<file path="src/rtl/dmem_port_arbiter.sv">
// dmem_port_arbiter: shares a byte-wide single-port RAM between fetch and memory stage, one byte per cycle
module dmem_port_arbiter #(
  parameter int ADDR_W    = 10,
  parameter int MEM_DEPTH = 1024,
  parameter int F_BYTES   = 10,
  parameter int M_BYTES   = 8
) (
  input  logic                   clk_i,
  input  logic                   rst_n_i,
  input  logic                   f_req_i,
  input  logic                   f_cancel_i,
  input  logic [63:0]            f_addr_i,
  output logic [8*F_BYTES-1:0]   f_rdata_o,
  output logic                   f_done_o,
  output logic                   f_err_o,
  output logic                   f_stall_o,
  input  logic                   m_req_i,
  input  logic                   m_we_i,
  input  logic [63:0]            m_addr_i,
  input  logic [8*M_BYTES-1:0]   m_wdata_i,
  output logic [8*M_BYTES-1:0]   m_rdata_o,
  output logic                   m_done_o,
  output logic                   m_err_o,
  output logic                   m_stall_o,
  output logic                   ram_en_o,
  output logic                   ram_we_o,
  output logic [ADDR_W-1:0]      ram_addr_o,
  output logic [7:0]             ram_wdata_o,
  input  logic [7:0]             ram_rdata_i
);
  localparam int CW = $clog2((F_BYTES > M_BYTES ? F_BYTES : M_BYTES) + 1);
  typedef enum logic [1:0] {IDLE, XFER, TAIL, DONE} state_t;
  state_t                 state_q, state_d;
  logic                   own_m_q, own_m_d, we_q, we_d, err_q, err_d;
  logic [ADDR_W-1:0]      base_q, base_d;
  logic [8*M_BYTES-1:0]   wdata_q, wdata_d, m_rdata_q, m_rdata_d;
  logic [CW-1:0]          cnt_q, cnt_d, n_last, idx;
  logic [8*F_BYTES-1:0]   buf_q, buf_d, f_rdata_q, f_rdata_d;
  logic [63:0]            sel_addr;
  logic [64:0]            last_addr;
  logic                   start, range_err, f_kill, cap;

  always_ff @(posedge clk_i) begin
    if (!rst_n_i) begin
      state_q   <= IDLE;
      own_m_q   <= 1'b0;
      we_q      <= 1'b0;
      err_q     <= 1'b0;
      base_q    <= '0;
      wdata_q   <= '0;
      cnt_q     <= '0;
      buf_q     <= '0;
      f_rdata_q <= '0;
      m_rdata_q <= '0;
    end else begin
      state_q   <= state_d;
      own_m_q   <= own_m_d;
      we_q      <= we_d;
      err_q     <= err_d;
      base_q    <= base_d;
      wdata_q   <= wdata_d;
      cnt_q     <= cnt_d;
      buf_q     <= buf_d;
      f_rdata_q <= f_rdata_d;
      m_rdata_q <= m_rdata_d;
    end
  end

  always_comb begin
    sel_addr  = m_req_i ? m_addr_i : f_addr_i;
    last_addr = {1'b0, sel_addr} + (m_req_i ? 65'(M_BYTES - 1) : 65'(F_BYTES - 1));
    range_err = last_addr >= 65'(MEM_DEPTH);
    start     = state_q == IDLE && (m_req_i || (f_req_i && !f_cancel_i));
    f_kill    = f_cancel_i && !own_m_q && state_q != IDLE;
    n_last    = own_m_q ? CW'(M_BYTES - 1) : CW'(F_BYTES - 1);
    state_d   = state_q == IDLE ? (start ? (range_err ? DONE : XFER) : IDLE)
              : f_kill ? IDLE
              : state_q == XFER ? (cnt_q == n_last ? TAIL : XFER)
              : state_q == TAIL ? DONE : IDLE;
    own_m_d   = start ? m_req_i : own_m_q;
    we_d      = start ? m_req_i && m_we_i : we_q;
    err_d     = start ? range_err : err_q;
    base_d    = start ? sel_addr[ADDR_W-1:0] : base_q;
    wdata_d   = start ? m_wdata_i : wdata_q;
    cnt_d     = state_q == XFER ? cnt_q + 1'b1 : '0;
    cap       = !we_q && ((state_q == XFER && cnt_q != '0) || state_q == TAIL);
    idx       = state_q == TAIL ? n_last : cnt_q - 1'b1;
    buf_d     = start ? '0 : buf_q;
    if (cap) buf_d[{idx, 3'b000} +: 8] = ram_rdata_i;
  end

  always_comb begin
    ram_en_o    = state_q == XFER;
    ram_we_o    = ram_en_o && we_q;
    ram_addr_o  = ram_en_o ? base_q + ADDR_W'(cnt_q) : '0;
    ram_wdata_o = ram_we_o ? wdata_q[{cnt_q, 3'b000} +: 8] : '0;
    f_done_o    = state_q == DONE && !own_m_q && !f_cancel_i;
    m_done_o    = state_q == DONE && own_m_q;
    f_err_o     = f_done_o && err_q;
    m_err_o     = m_done_o && err_q;
    f_stall_o   = f_req_i && !f_done_o;
    m_stall_o   = m_req_i && !m_done_o;
    f_rdata_d   = f_done_o ? buf_q : f_rdata_q;
    m_rdata_d   = m_done_o && !we_q ? buf_q[8*M_BYTES-1:0] : m_rdata_q;
    f_rdata_o   = f_rdata_d;
    m_rdata_o   = m_rdata_d;
  end
endmodule

</file>
<file path="config.mk">
export PLATFORM = sky130hd
export DESIGN_NAME = dmem_port_arbiter
export DESIGN_NICKNAME = d
export VERILOG_FILES = /design/src/rtl/dmem_port_arbiter.sv
export SDC_FILE = /design/constraint.sdc
export NUM_CORES = 1
export LEC_CHECK = 0
export ABC_AREA = 1
export CAP_MARGIN = 10
export CORE_ASPECT_RATIO = 0.9
export CORE_MARGIN = 1.5
export CORE_UTILIZATION = 45
export CTS_CLUSTER_SIZE = 28
export DETAILED_ROUTE_END_ITERATION = 16
export PLACE_DENSITY = 0.8
export SLEW_MARGIN = 20
export SYNTH_ARGS = -nofsm -noshare
export SYNTH_HDL_FRONTEND = slang
export SYNTH_SLANG_ARGS = --single-unit
</file>
<file path="constraint.sdc">
create_clock -name clk_i -period 7.8 [get_ports clk_i]
set_input_delay 1.17 -clock clk_i [delete_from_list [all_inputs] [get_ports clk_i]]
set_output_delay 1.17 -clock clk_i [all_outputs]
set_load 0.01 [all_outputs]
</file>
==> summary.md, run 1 <==
| Metric | Value |
|---|---|
| TritonCTS clock tree | `yes` |
| Max-cap viol count | `0` |
| Crit path kind | `in -> out` |
| Largest net degree at the start of global routing | `135` |
| Clk root buf | `clkbuf_16` |
| Most common cell after layout, fill and taps aside | `nand2_1` |
| WP data required | `6.63 ns` |
| Setup slack, reg-to-reg | `3.50 ns` |
| Die W | `211.0 microns` |
| Final Total Pwr | `4.179 mW` |
| Fin area | `0.02255 sq mm` |
| Hold WS | `0.4774 ns` |
| Total grt overflow | `0` |
| P_leak | `11.23 nW` |
| Num ports | `376` |
| VDD IR max | `0.1630 mV` |
| Post-synthesis cell area | `0.01753 sq mm` |
| Placed Area | `0.02143 sq mm` |
| Number of post-CTS setup repair buffers | `0` |
| Vias in the first global route | `17220` |
| Post-synthesis cell count | `2902` |
| Fin util | `0.5876` |
| Routed len/inst | `15.77 microns` |
| First-pass GRT wire length | `92070 microns` |
| # DRC | `0` |
| Ys Warns | `0` |
| Total Wirelength | `58970 microns` |
| Status | `complete, no violations` |
| Final hold vios | `0` |
| Die height | `190.2 microns` |
| Fmax | `0.1979 GHz` |
| Post-synthesis net count | `3121` |
| Post-DP HPWL | `44820 microns` |
| Final min period | `5.052 ns` |
| Rel. slew slack | `0.3192` |
| Yosys reg bits | `307` |
| Worst-margin pin slew | `1.021 ns` |
| Power density over cell area | `185.3 mW/mm^2` |
| GRT Util Overall | `0.2874` |
| Post-cts resize count | `0` |
| Initial DRC count | `1995` |
| Register area share after synthesis | `0.3507` |
| Cts bufs inserted | `31` |
| CP Launch Type | `primary input` |
| NumNets Final | `3409` |
| Syn avg cell area | `6.039 sq um` |
| DR vias | `18980` |
| Clock Tree Buf Depth | `3` |
| Critical path arrival | `3.88 ns` |
| Min-Delay Path Class | `reg -> reg` |
| Synthesis-to-layout area growth | `28.64%` |
| Crit-path max FO | `69` |
| Setup violations, final | `0` |
| Most frequent cells in the layout | `728 x nand2_1, 513 x nor2_1, 421 x inv_1` |
| I/O Buffers | `375` |
| Post-synthesis cell type count | `46` |
| Fillers | `3701` |
| Starting density of the core | `0.4567` |
| RSZ-0062 raised after global routing | `false` |
| Clock skew | `0.01705 ns` |
| Router iterations before antenna repair | `9` |
| Fin. max-slew vios | `0` |
| CP max-delay cell | `clkdlybuf4s50_1` |
| Crit-path cells | `clkdlybuf4s50_1 > nor3_2 > buf_4 > inv_2 > buf_4 > o21ai_0 > inv_1 > clkdlybuf4s50_1` |
| CTS hold repair buffers | `0` |
| Setup crit end kind | `output pin` |
| Final Cycle Share | `0.6477` |
| Std-Cell Rows | `68` |
| Final setup TNS | `0 ns` |
| Htree depth | `1` |
| Share of cells above drive strength 1 | `0.06909` |
| Critical Path Max Stage Delay | `0.60 ns` |
| Clock Sinks | `307` |
| GP Congestion | `1.060` |
| Die ar. | `0.04014 sq mm` |
| Worst-skew pair later-pin latency | `0.58 ns` |
| Clock-pin slew on the worst setup and hold paths | `0.06 ns` |
| Post-route ant nets | `0` |
| Initial antenna violation count | `1` |
| Area of the core | `0.03837 sq mm` |
| DR vias/cell | `5.075` |
power by group:
part | switching [mW] | internal [mW] | leakage [nW]
Clock | 0.638 | 0.949 | 0.538
Combinational | 0.545 | 0.348 | 8.20
Sequential | 0.0437 | 1.65 | 2.49
Total | 1.23 | 2.95 | 11.2
layout make-up:
cell class / count / area, sq um / share of cell area
clock inverters: 12 / 187.7 / 0.008325
repair buffers: 386 / 3829 / 0.1698
multi-input cells: 2022 / 9140 / 0.4054
well taps: 525 / 656.9 / 0.02914
diodes: 2 / 5.005 / 0.0002220
inverters: 442 / 1667 / 0.07392
flip-flops and latches: 307 / 6146 / 0.2726
clock buffers: 44 / 914.6 / 0.04057
metal layers:
layer / global-route usage / share of wire / vias to the layer above
met4: 0.09615 / 0.035 / 0
met1: 0.3924 / 0.44 / 8499
met3: 0.05221 / 0.088 / 119
met2: 0.4565 / 0.43 / 811
li1: - / - / 9553
met5: 0 / 0 / -
cell usage after synthesis, drive strengths merged:
| library cell | count | share of area |
|---|---|---|
| nand4 | 14 | 0.0050 |
| o22ai | 8 | 0.0029 |
| mux2i | 1 | 0.00057 |
| clkinv | 4 | 0.00086 |
| dfxtp | 307 | 0.35 |
| nand3b | 1 | 0.00043 |
| buf | 29 | 0.013 |
| inv | 438 | 0.094 |
| nor4 | 3 | 0.0011 |
| o21bai | 4 | 0.0017 |
| fa | 1 | 0.0011 |
| o21ai | 315 | 0.092 |
| a311oi | 2 | 0.0010 |
| nor2 | 542 | 0.12 |
| a31oi | 13 | 0.0046 |
| o221ai | 1 | 0.00050 |
| a221oi | 4 | 0.0020 |
| a211oi | 9 | 0.0039 |
| and2 | 1 | 0.00036 |
| xor2 | 2 | 0.0010 |
| xnor2 | 2 | 0.0010 |
| nand3 | 108 | 0.031 |
| clkbuf | 102 | 0.022 |
| or2 | 81 | 0.029 |
| nand2 | 741 | 0.16 |
| o211ai | 1 | 0.00043 |
| ha | 12 | 0.0086 |
| a21oi | 100 | 0.029 |
| nor3 | 56 | 0.018 |
flip-flops by register name, summed over array words and instances, names as in the netlist:
name	count
state_q	2
buf_q	80
base_q	10
err_q	1
we_q	1
f_rdata_q	80
cnt_q	4
wdata_q	64
own_m_q	1
m_rdata_q	64
path summary, 6_finish.rpt:
kind,startpoint,end,cells after the start
max,f_cancel_i,f_rdata_o[78],8
max reg2reg,cnt_q[0],buf_q[78],12
min,base_q[9],base_q[9],2
min reg2reg,base_q[9],base_q[9],2
worst max-delay path, delay by kind of cell:
family                 cells  cell delay [ns]
buffers and inverters      6             2.21
AO/OA/AOI/OAI              1             0.31
AND/OR/NAND/NOR            1             0.08
per-stage QoR:
| step | instances | setup slack [ns] |
|---|---|---|
| 3_5_place_dp | 3682 | 2.799 |
| 3_3_place_gp | 3682 | 2.808 |
| 5_1_grt | 3739 | 2.635 |
| 4_1_cts | 3738 | 2.777 |
| 2_1_floorplan | 2902 | 4.161 |
| 6_report | 3740 | 2.748 |
kinds of logic after synthesis:
family,synth area share
mux,0.0005712
flops,0.3507
buf+inv,0.1297
xor+xnor,0.001999
simple gates,0.3692
compound gates,0.1381
fa+ha+maj,0.009709
Note: power is estimated with default switching activity, not from simulation.
==> run 2, diff against run 1 <==
PLACE_DENSITY = 0.83   (was 0.8)
clock period = 4.63 ns   (was 7.8 ns; I/O delays follow)
==> run 2 against run 1 <==
Against the previous run:
- die area unchanged
- critical path type is now reg -> out
- combinational power up 69%
- worst hold slack worse by 0.011 ns
- final cell count down 0.11%
- sequential share of layout area up 0.11 points
- highest routed layer unchanged
- routed wire length down 0.92%
==> summary.md, run 2 (synthesis results as in run 1) <==
| Metric | Value |
|---|---|
| Most frequent cells in the layout | `728 x nand2_1, 513 x nor2_1, 421 x inv_1` |
| Synthesis-to-layout area growth | `28.14%` |
| Rel. slew slack | `0.3268 (+0.007592)` |
| P_leak | `11.20 nW (-0.29%)` |
| Clock Tree Buf Depth | `3 (unchanged)` |
| Largest net degree at the start of global routing | `135 (unchanged)` |
| Fin. max-slew vios | `0 (unchanged)` |
| DR vias/cell | `5.075 (about the same)` |
| Number of post-CTS setup repair buffers | `0 (unchanged)` |
| Critical path arrival | `3.50 ns (-0.38 ns)` |
| Initial antenna violation count | `1 (unchanged)` |
| CP max-delay cell | `nor3_1` |
| Post-route ant nets | `0 (unchanged)` |
| Cell class contributing the biggest share of worst-path delay | `buffers and inverters` |
| Vias in the first global route | `16960 (-1.5%)` |
| Post-DP HPWL | `44430 microns (-0.87%)` |
| Worst path depth | `7 (-1)` |
| Crit-path cells | `inv_1 > nor2_4 > clkinv_1 > nor3_1 > o21ai_0 > a31oi_1 > clkdlybuf4s50_1` |
| Final Cycle Share | `0.9058` |
| GP Congestion | `1.031 (-2.7%)` |
| Starting density of the core | `0.4567 (unchanged)` |
| WP data required | `3.94 ns (-2.69 ns)` |
| Buf/Inv on CP | `3 (-3)` |
| Die W | `211.0 microns (unchanged)` |
| Power density over cell area | `298.5 mW/mm^2 (+61%)` |
| TritonCTS clock tree | `yes` |
| NumNets Final | `3410 (+0.029%)` |
| DR vias | `18960 (-0.11%)` |
| Cts bufs inserted | `27 (-13%)` |
| Post-cts resize count | `0 (unchanged)` |
| Num ports | `376 (unchanged)` |
| First-pass GRT wire length | `91200 microns (-0.94%)` |
| Setup crit end kind | `output pin` |
| CTS hold repair buffers | `0 (unchanged)` |
| Die height | `190.2 microns (unchanged)` |
| Crit path kind | `reg -> out` |
| Register-to-Register Path Depth | `13 (+1)` |
| Worst-margin pin slew | `1.010 ns (-0.01139 ns)` |
| Total grt overflow | `0 (unchanged)` |
| Share of cells above drive strength 1 | `0.06885 (-0.0002470)` |
| Clk root buf | `clkbuf_16` |
| Clock-pin slew on the worst setup and hold paths | `0.07 ns (about the same)` |
| CP Launch Type | `flip-flop` |
| RSZ-0062 raised after global routing | `false` |
| Largest regs | `buf_q: 80 flops, f_rdata_q: 80 flops` |
| Min-Delay Path Class | `reg -> reg` |
| Area of the core | `0.03837 sq mm (unchanged)` |
| Std-Cell Rows | `68 (unchanged)` |
| Worst-skew pair later-pin latency | `0.56 ns (-0.02 ns)` |
| Clock skew | `0.01560 ns (-0.001450 ns)` |
| Max-cap viol count | `0 (unchanged)` |
| VDD IR max | `0.2617 mV (+61%)` |
| Most common cell after layout, fill and taps aside | `nand2_1` |
| Htree depth | `1 (unchanged)` |
| Initial DRC count | `1764 (-12%)` |
| Router iterations before antenna repair | `8 (-1)` |
| Fmax | `0.2385 GHz` |
| I/O Buffers | `375 (unchanged)` |
| Critical Path Max Stage Delay | `0.77 ns (+0.17 ns)` |
| Final setup TNS | `0 ns (unchanged)` |
| Crit-path max FO | `9 (-87%)` |
| Fin area | `0.02246 sq mm (-0.39%)` |
| Status | `complete, no violations` |
| Placed Area | `0.02153 sq mm (+0.47%)` |
| # DRC | `0 (unchanged)` |
| Setup violations, final | `0 (unchanged)` |
| Routed len/inst | `15.64 microns (-0.82%)` |
| Final hold vios | `0 (unchanged)` |
| Final min period | `4.194 ns` |
| Total Wirelength | `58420 microns (-0.92%)` |
| Die ar. | `0.04014 sq mm (unchanged)` |
| GRT Util Overall | `0.2845 (-0.002831)` |
| Clock Sinks | `307 (unchanged)` |
| Worst Hold Depth | `2 (unchanged)` |
## run 2: layout make-up
type	count	area (sq um)
repair buffers	391	3933
clock buffers	40	834.6
multi-input cells	2022	9131
inverters	442	1667
clock inverters	8	87.58
fillers	3635	15910
flip-flops and latches	307	6146
well taps	525	656.9
diodes	1	2.502
## run 2: per-layer routing
metal  vias up  global-route usage  wire length, microns  share of wire
met5         -                   0                     0              0
met4         0             0.07445                  1535          0.026
met3        90             0.05978                  5385          0.092
met2       808              0.4534                 25720           0.44
met1      8534              0.3899                 25780           0.44
li1       9530                   -                     -              -
## run 2: report_power, final
part / switching [mW] / leakage (nW) / internal [mW]
logic: 0.918 / 8.24 / 0.597
clock network: 1.02 / 0.462 / 1.31
registers: 0.0743 / 2.49 / 2.79
## run 2: per-stage QoR
| stage | total power, mW | hold slack, ns | setup WS (ns) | std cells | utilization |
|---|---|---|---|---|---|
| detailed placement | 4.411 | 0.4601 | 0.7375 | 3687 | 0.5611 |
| CTS | 6.709 | 0.4700 | 0.3987 | 3735 | 0.5851 |
| floorplan | 3.804 | 0.4448 | 1.466 | 2902 | - |
| finish | 6.704 | 0.4668 | 0.4363 | 3736 | 0.5853 |
| global route | 7.022 | 0.4912 | 0.2849 | 3735 | 0.5852 |
| global placement | 4.389 | 0.4537 | 0.7660 | 3687 | 0.5611 |
## run 2: final timing paths
kind / start / to / slack, ns
max: state_q[0] / ram_wdata_o[6] / 0.44
min: err_q / err_q / 0.47
max reg2reg: state_q[0] / buf_q[14] / 1.09
min reg2reg: err_q / err_q / 0.47
## run 2: worst reg2reg max path, stage by stage, from the launching register on
cell and delay (ns):
dfxtp_1 0.34, inv_1 0.11, nand2_2 0.17, inv_1 0.11, nor2_1 0.12, buf_4 0.27, inv_1 0.22, ha_1 0.63
clkinv_1 0.50, nor3_1 0.49, nand2_1 0.10, nand2_1 0.07, inv_1 0.06, a221oi_1 0.27
==> RTL change (config.mk and constraints of run 2) <==
`wdata_q`, `buf_q`, `f_rdata_q` and `m_rdata_q` no longer have a reset.
--- a/src/rtl/dmem_port_arbiter.sv
+++ b/src/rtl/dmem_port_arbiter.sv
@@ -47,23 +47,22 @@
       we_q      <= 1'b0;
       err_q     <= 1'b0;
       base_q    <= '0;
-      wdata_q   <= '0;
       cnt_q     <= '0;
-      buf_q     <= '0;
-      f_rdata_q <= '0;
-      m_rdata_q <= '0;
     end else begin
       state_q   <= state_d;
       own_m_q   <= own_m_d;
       we_q      <= we_d;
       err_q     <= err_d;
       base_q    <= base_d;
-      wdata_q   <= wdata_d;
       cnt_q     <= cnt_d;
-      buf_q     <= buf_d;
-      f_rdata_q <= f_rdata_d;
-      m_rdata_q <= m_rdata_d;
     end
+  end
+
+  always_ff @(posedge clk_i) begin
+    wdata_q   <= wdata_d;
+    buf_q     <= buf_d;
+    f_rdata_q <= f_rdata_d;
+    m_rdata_q <= m_rdata_d;
   end
 
   always_comb begin
Check against the original RTL: no difference found for any inputs over 10 cycles, from zero or initial values and one cycle with rst_n_i low; that may be too few to reach the edited logic, so the function may still have changed.
==> RTL change against run 2 <==
Setup slack improved by 0.29 ns. Sequential share of layout area is 5.8 points higher. Sequential power increased by 10%. Total power up 8.9%. Wire length shrank 9.5%. Design area shrank 9.0%. First-iteration DRC count decreased by 12%. Area after synthesis is 12% lower. Combinational power grew 15%. Sequential cell count stayed put. Largest cell class unchanged.
==> RTL change: results (changes against run 2) <==
| Metric | Value |
|---|---|
| Sequential power | 3.16 mW (was 2.86 mW) |
| Largest cells by area after synthesis | dfxtp_1 32%, nand2_1 19%, edfxtp_1 12% (was dfxtp_1 35%, nand2_1 16%, nor2_1 11%) |
| Synth unique cells | 42 (was 46) |
| Met3 Use GR | 5.48% (was 5.98%) |
| Metal-1 WL | 22900 µm (was 25800 µm) |
| Fill count | 2976 (was 3635) |
| First-pass GRT wire length | 81100 µm (was 91200 µm) |
| Crit-path slowest cell | clkdlybuf4s50_1 (was nor3_1) |
| Layout non-clock buf frac | 19.2% (was 17.5%) |
| CP Buf/Inv Count | 5 (was 3) |
| GP Congestion | 0.979 (was 1.03) |
| Detailed-route wire length per cell | 17.1 µm (was 15.6 µm) |
| Pre-CTS setup slack | 0.658 ns (was 0.737 ns) |
| Total GRT Usage | 29.3% (was 28.5%) |
| Cts bufs inserted | 30 (was 27) |
| Syn_nets | 2499 (was 3121) |
| Diodes inserted | 0 (was 1) |
| Slew margin rel. | 36.8% (was 32.7%) |
| Commonest cells in the netlist | 762 x nand2_1, 270 x inv_1, 243 x dfxtp_1 (was 729 x nand2_1, 513 x nor2_1, 423 x inv_1) |
| Vias in the first global route | 15000 (was 17000) |
| Sequential element share of the synthesized area | 44.0% (was 35.1%) |
| VDD IR-drop max | 307 µV (was 262 µV) |
| Arrival time worst endpoint | 3.21 ns (was 3.50 ns) |
| HPWL Detailed | 41500 µm (was 44400 µm) |
| Mux cell area share after synthesis | 0.0649% (was 0.0571%) |
| Final nets | 2833 (was 3410) |
| Initial antenna violation count | 0 (was 1) |
| CP peak stage delay | 0.57 ns (was 0.77 ns) |
| Worst Skew | 0.00746 ns (was 0.0156 ns) |
| Invs w/o clock | 284 (was 442) |
| Vias per cell | 5.22 (was 5.08) |
| M1 GR Usage | 39.2% (was 39.0%) |
| Storage element area | 6790 µm² (was 6150 µm²) |
| Clock buffers and inverters, area share | 4.72% (was 4.11%) |
| DR pass1 iterations | 5 (was 8) |
| Reg2reg path depth | 15 (was 13) |
| Worst-path fanout max | 7 (was 9) |
| Met3 WL post-DR | 4320 µm (was 5390 µm) |
| Adder-cell share of the synthesized area | 1.10% (was 0.971%) |
| Pleak | 8.43 nW (was 11.2 nW) |
| Post-synth EDFFs | 64 (was 0) |
| Synth Area in XOR/XNOR | 0.227% (was 0.200%) |
| Multi-input gates | 1600 (was 2022) |
| Clock power frac | 33.1% (was 34.8%) |
| Status | finished, final reports clean (unchanged) |
| Largest net degree at the start of global routing | 115 (was 135) |
| Clock buffers | 43 (was 40) |
| Layout cell share with drive strength beyond 1 | 3.99% (was 6.88%) |
| Metal2 WL | 24600 µm (was 25700 µm) |
| Grt met2 use | 48.6% (was 45.3%) |
| Pwr/cell area | 357 nW/µm² (was 299 nW/µm²) |
## RTL change: cell count changes in the layout (fill, tap and decap cells not counted), moves of 61 or more
cell | before | now
nor2_1 | 513 | 240
inv_1 | 421 | 270
edfxtp_1 | 0 | 64
dfxtp_1 | 307 | 243
or2_2 | 80 | 0
a21oi_1 | 99 | 25
o21ai_0 | 295 | 234
## RTL change: per-stage QoR
stage,cell area [µm²],cells
2_1_floorplan,15400,2280
3_3_place_gp,19500,3043
3_5_place_dp,19500,3043
4_1_cts,20400,3094
5_1_grt,20400,3095
6_report,20400,3095
## RTL change: worst paths after layout
path	startpoint	to	slack, ns
worst min register to register	f_rdata_q[73]	f_rdata_q[73]	0.44
worst min-delay path	f_rdata_q[73]	f_rdata_q[73]	0.44
worst max-delay path	cnt_q[2]	ram_addr_o[9]	0.72
worst max register to register	cnt_q[1]	buf_q[70]	0.76
